$ cat src/rtl/tdd_frame_sequencer.sv
// TDD frame scheduler: runs a frame counter for a finite or infinite burst and
// drives per-channel on/off windows (VCO, RF, datapath enables) from counter offsets.
module tdd_frame_sequencer #(
    parameter int                     CHANNEL_COUNT     = 4,
    parameter int                     REGISTER_WIDTH    = 32,
    parameter int                     BURST_COUNT_WIDTH = 16,
    parameter logic [CHANNEL_COUNT-1:0] CHANNEL_POLARITY  = {CHANNEL_COUNT{1'b0}}
) (
    input  logic                                    clk,
    input  logic                                    resetn,
    input  logic                                    enable,
    input  logic                                    sync_external,
    input  logic                                    sync_in,
    input  logic [REGISTER_WIDTH-1:0]               frame_length,
    input  logic [BURST_COUNT_WIDTH-1:0]            burst_count,
    input  logic [REGISTER_WIDTH-1:0]               counter_init,
    input  logic [CHANNEL_COUNT*REGISTER_WIDTH-1:0] ch_on,
    input  logic [CHANNEL_COUNT*REGISTER_WIDTH-1:0] ch_off,
    output logic [REGISTER_WIDTH-1:0]               counter,
    output logic [CHANNEL_COUNT-1:0]                ch_out,
    output logic                                    frame_start,
    output logic                                    done,
    output logic [1:0]                              state,
    output logic                                    config_err
);

    typedef enum logic [1:0] {
        ST_IDLE    = 2'd0,
        ST_ARMED   = 2'd1,
        ST_RUNNING = 2'd2,
        ST_DONE    = 2'd3
    } state_t;

    state_t                       state_q,      state_d;
    logic [REGISTER_WIDTH-1:0]    counter_q,    counter_d;
    logic [BURST_COUNT_WIDTH-1:0] frame_cnt_q,  frame_cnt_d;
    logic [BURST_COUNT_WIDTH-1:0] burst_q,      burst_d;
    logic [REGISTER_WIDTH-1:0]    init_q,       init_d;
    logic [CHANNEL_COUNT-1:0]     active_q,     active_d;
    logic                         done_q,       done_d;
    logic                         config_err_q, config_err_d;

    logic [REGISTER_WIDTH-1:0]    frame_last;
    logic [BURST_COUNT_WIDTH-1:0] frame_inc;
    logic                         wrap;
    logic                         length_zero;

    // >= rather than == so a counter_init past the frame end still wraps on the first step.
    assign frame_last  = frame_length - REGISTER_WIDTH'(1);
    assign wrap        = (counter_q >= frame_last);
    assign frame_inc   = frame_cnt_q + BURST_COUNT_WIDTH'(1);
    assign length_zero = (frame_length == '0);

    always_comb begin
        state_d      = state_q;
        counter_d    = counter_q;
        frame_cnt_d  = frame_cnt_q;
        burst_d      = burst_q;
        init_d       = init_q;
        done_d       = 1'b0;
        config_err_d = enable && length_zero;

        case (state_q)
            ST_IDLE: begin
                counter_d = '0;
                if (enable && !length_zero) begin
                    burst_d     = burst_count;
                    init_d      = counter_init;
                    frame_cnt_d = '0;
                    if (sync_external) begin
                        state_d = ST_ARMED;
                    end else begin
                        state_d   = ST_RUNNING;
                        counter_d = counter_init;
                    end
                end
            end
            ST_ARMED: begin
                counter_d = '0;
                if (sync_in) begin
                    state_d   = ST_RUNNING;
                    counter_d = init_q;
                end
            end
            ST_RUNNING: begin
                // A resync realigns the frame and takes precedence over a wrap.
                if (sync_external && sync_in) begin
                    counter_d = init_q;
                end else if (wrap) begin
                    counter_d   = '0;
                    frame_cnt_d = frame_inc;
                    if ((burst_q != '0) && (frame_inc == burst_q)) begin
                        state_d = ST_DONE;
                        done_d  = 1'b1;
                    end
                end else begin
                    counter_d = counter_q + REGISTER_WIDTH'(1);
                end
            end
            ST_DONE: begin
                counter_d = '0;
            end
            default: begin
                state_d   = ST_IDLE;
                counter_d = '0;
            end
        endcase

        if (!enable) begin
            state_d   = ST_IDLE;
            counter_d = '0;
            done_d    = 1'b0;
        end
    end

    // Set/clear window per channel; clear wins when both offsets match the same count.
    always_comb begin
        active_d = active_q;
        for (int i = 0; i < CHANNEL_COUNT; i++) begin
            if (counter_q == ch_off[i*REGISTER_WIDTH +: REGISTER_WIDTH]) begin
                active_d[i] = 1'b0;
            end else if (counter_q == ch_on[i*REGISTER_WIDTH +: REGISTER_WIDTH]) begin
                active_d[i] = 1'b1;
            end
        end
        if ((state_q != ST_RUNNING) || (state_d != ST_RUNNING)) begin
            active_d = '0;
        end
    end

    always_ff @(posedge clk) begin
        if (!resetn) begin
            state_q      <= ST_IDLE;
            counter_q    <= '0;
            frame_cnt_q  <= '0;
            burst_q      <= '0;
            init_q       <= '0;
            active_q     <= '0;
            done_q       <= 1'b0;
            config_err_q <= 1'b0;
        end else begin
            state_q      <= state_d;
            counter_q    <= counter_d;
            frame_cnt_q  <= frame_cnt_d;
            burst_q      <= burst_d;
            init_q       <= init_d;
            active_q     <= active_d;
            done_q       <= done_d;
            config_err_q <= config_err_d;
        end
    end

    assign counter     = counter_q;
    assign ch_out      = active_q ^ CHANNEL_POLARITY;
    assign frame_start = (state_q == ST_RUNNING) && (counter_q == '0);
    assign done        = done_q;
    assign state       = state_q;
    assign config_err  = config_err_q;

endmodule

$ cat config.mk
export PLATFORM = sky130hd
export DESIGN_NAME = tdd_frame_sequencer
export DESIGN_NICKNAME = d
export VERILOG_FILES = /design/src/rtl/tdd_frame_sequencer.sv
export SDC_FILE = /design/constraint.sdc
export NUM_CORES = 1
export LEC_CHECK = 0
export CORE_MARGIN = 2
export CORE_UTILIZATION = 45
export CTS_BUF_LIST = sky130_fd_sc_hd__clkbuf_16
export DETAILED_ROUTE_END_ITERATION = 16
export PLACE_DENSITY = 0.81
export REMOVE_ABC_BUFFERS = 1
export SLEW_MARGIN = 15
export SYNTH_ARGS = -nofsm -noshare
export SYNTH_HDL_FRONTEND = slang
export SYNTH_SLANG_ARGS = --single-unit
$ cat constraint.sdc
create_clock -name clk -period 6.49 [get_ports clk]
set_input_delay 0.9735 -clock clk [delete_from_list [all_inputs] [get_ports clk]]
set_output_delay 0.9735 -clock clk [all_outputs]
set_load 0.03 [all_outputs]
==> metrics <==
outcome finished clean; Main synth FF type dfxtp_1; worst-margin pin slew 1.09 ns; setup slack at placement 0.588 ns; MaxCap Viol Count 0; Num CTS Buffers 9; Area Growth Syn to Fin 47.1%; chip width 148 um; Port Buffers 381; Max-slew headroom 0.274; Pre-Repair DR Iteration Count 5; # IOs 382; Worst EP required 6.73 ns; worst setup margin 0.886 ns; grt ovf 0; layout cells sized above 1 0.0483; Cell Pwr Density 129 nW/um2; Hold Slack 0.459 ns; Std-Cell Rows 52; Slew Limit Fails 0; global-route wire length before repair 67.5 mm; Distinct cells, synth 69; Final period util 0.863; CTS tree done; H-tree levels 3; DRT iter0 DRCs 905; DRT Wirelength 46.1 mm; Global Route Usage Sum 0.410; Die Ht 148 um; Resize count post-CTS 0; Root Buffer clkbuf_16; critical path, cell by cell clkdlybuf4s50_1 -> nor4_2 -> nand4_1 -> or3_4 -> or3_4 -> nor4_4 -> xnor2_1 -> ha_1 -> nand4_1 -> nor4_1 -> nand4_1 -> or2_1 -> o21ai_4 -> nand2_2 -> o41ai_1; final setup fails 0; Max Freq 178 MHz; # clock sinks 104; sequential-to-total area share from yosys stat 0.222; Final Hold Viols 0; crit-path max FO 8; antenna-violating nets left 0; final core occ 0.677; Cells after Synth 1,197; Clock Skew 0.00529 ns; Worst-path clk slew 0.07 ns; core area 20,400 um2; slowest stage delay, CP 0.64 ns; worst-skew pair later-pin latency 0.35 ns; Power, Total 1.78 mW; Bufs and invs on worst path 1; die area 22,000 um2; Initial Utilization 0.460; vias 10,900; drt via density 5.95; RSZ-0062 raised after global routing no; critical path start-end classification in -> reg; DRC Markers 0; FF+latch count, synth 104; GP Congestion 0.957; Arrival @ worst endpoint 5.85 ns; CTS Buffer Depth 2; Syn Area/Cell 7.83 um2; number of synthesized flops with an enable pin 0; DR WL/cell 25.2 um; share of flip-flops with an asynchronous set or reset 0; Post-Syn Area 9370 um2; Final min period 5.60 ns; peak supply drop 138 uV; pin count of the biggest net entering global routing 56; setup bufs post-CTS 0; critical path's top delay family simple AND/OR/NAND/NOR gates; antenna violations before repair 2; CP startpoint kind input port; dpl hpwl 36.3 mm; nets 1,925; leakage power 4.43 nW; Yosys Warn Count 0; Top cell by count, worst path nand4_1; Post-CTS Hold Fix Bufs 0; setup tns final 0 ns; Worst Hold Class reg -> reg; slowest library cell on the worst path nor4_2; vias in the first global route 10,700; Critical Path End Type register
-- worst reg2reg max path: stages (launching register included) --
cell and delay [ns]:
dfxtp_1 1.04, ha_1 0.30, nand4_1 0.14, nor4_1 0.44, nand4_1 0.20, or2_1 0.31, o21ai_4 0.26, nand2_2 0.18
o41ai_1 0.42
-- flip-flops by register name, summed over array words and instances, names as in the netlist --
register / cells
burst_q: 16
ch_out: 4
config_err: 1
counter: 32
done: 1
frame_cnt_q: 16
init_q: 32
state: 2
-- metal layers --
| layer | routed length, um | GRT usage | vias to the layer above |
|---|---|---|---|
| li1 | - | - | 4943 |
| met1 | 17800 | 0.509 | 5140 |
| met2 | 21300 | 0.677 | 632 |
| met3 | 4460 | 0.0896 | 140 |
| met4 | 2500 | 0.191 | 2 |
| met5 | 12 | 0 | - |
-- report_power, final --
part,leakage (nW),internal [mW],switching [mW]
Sequential,0.847,0.661,0.0239
Combinational,3.44,0.317,0.236
Clock,0.142,0.296,0.252
-- area by class of cell --
| cell class | count | area, um2 |
|---|---|---|
| multi-input combinational | 1001 | 6930 |
| fill | 1800 | 6580 |
| timing repair buffer | 417 | 4080 |
| sequential | 104 | 2080 |
| tap | 270 | 338 |
| clock buffer | 9 | 225 |
| clock inverter | 7 | 65.1 |
| inverter | 15 | 56.3 |
| antenna | 1 | 2.50 |
-- cell usage in the layout, fill, tap and decap left out, drive strengths merged, types with 3 or more instances in the layout --
cell	instances
a211oi	3
a21oi	84
a22oi	32
a31oi	5
and2	9
and3	16
and4	4
buf	36
clkbuf	9
clkdlybuf4s50	381
dfxtp	104
ha	36
inv	17
nand2	131
nand2b	3
nand3	32
nand4	83
nor2	43
nor2b	6
nor3	20
nor4	38
o211ai	3
o21ai	54
o311ai	7
o31ai	9
o41ai	3
or3	14
or4	6
xnor2	297
xor2	35
-- worst paths after layout --
path | slack (ns) | start | depth (start not counted) | end
min | 0.46 | init_q[0]$_SDFFE_PN0P_ | 2 | init_q[0]$_SDFFE_PN0P_
min reg2reg | 0.46 | init_q[0]$_SDFFE_PN0P_ | 2 | init_q[0]$_SDFFE_PN0P_
max reg2reg | 3.08 | counter[25]$_SDFF_PN0_ | 8 | frame_cnt_q[15]$_SDFFE_PN0P_
max | 0.89 | frame_length[2] | 15 | frame_cnt_q[15]$_SDFFE_PN0P_
-- per-stage QoR --
step,instance area [um2],std cells
CTS,13800,1823
floorplan,9060,1120
detailed placement,13500,1807
global placement,13500,1807
global route,13800,1824
finish,13800,1824
-- cells in the mapped netlist, types with 3 or more instances --
cell type,instances,area share
a21oi_1,84,0.045
xnor2_1,297,0.28
ha_1,36,0.048
buf_1,24,0.0096
nand2_1,130,0.052
nor3_1,18,0.0096
dfxtp_1,104,0.22
a211oi_1,3,0.0024
o41ai_1,3,0.0028
a22oi_1,32,0.026
nand4_1,83,0.055
o31ai_1,9,0.0072
nand2b_1,3,0.0020
nor2b_1,6,0.0040
and2_1,7,0.0047
o211ai_1,3,0.0024
inv_1,14,0.0056
or4_1,4,0.0032
nor4_2,3,0.0040
nor2_1,43,0.017
o21ai_1,13,0.0069
nand3_1,31,0.017
o21ai_0,40,0.021
o311ai_0,7,0.0065
clkbuf_1,39,0.016
xor2_1,35,0.033
or3_1,10,0.0067
buf_2,13,0.0069
and3_1,16,0.011
nor4_1,34,0.023
a31oi_1,5,0.0033
and4_1,4,0.0037
-- cells by family (layout without fill, tap and decap cells) --
| logic type | Yosys count | in the layout | share of synthesized area |
|---|---|---|---|
| xor gates and xnor gates | 332 | 332 | 0.310 |
| other | 0 | 1 | 0 |
| adders and majority gates | 36 | 36 | 0.0481 |
| and+or+nand+nor | 411 | 411 | 0.233 |
| buffers and inverters | 92 | 448 | 0.0394 |
| AOI/OAI and AO/OA | 221 | 221 | 0.146 |
| muxes | 1 | 1 | 0.00107 |
| DFF | 104 | 104 | 0.222 |
Note: power is estimated with default switching activity, not from simulation.
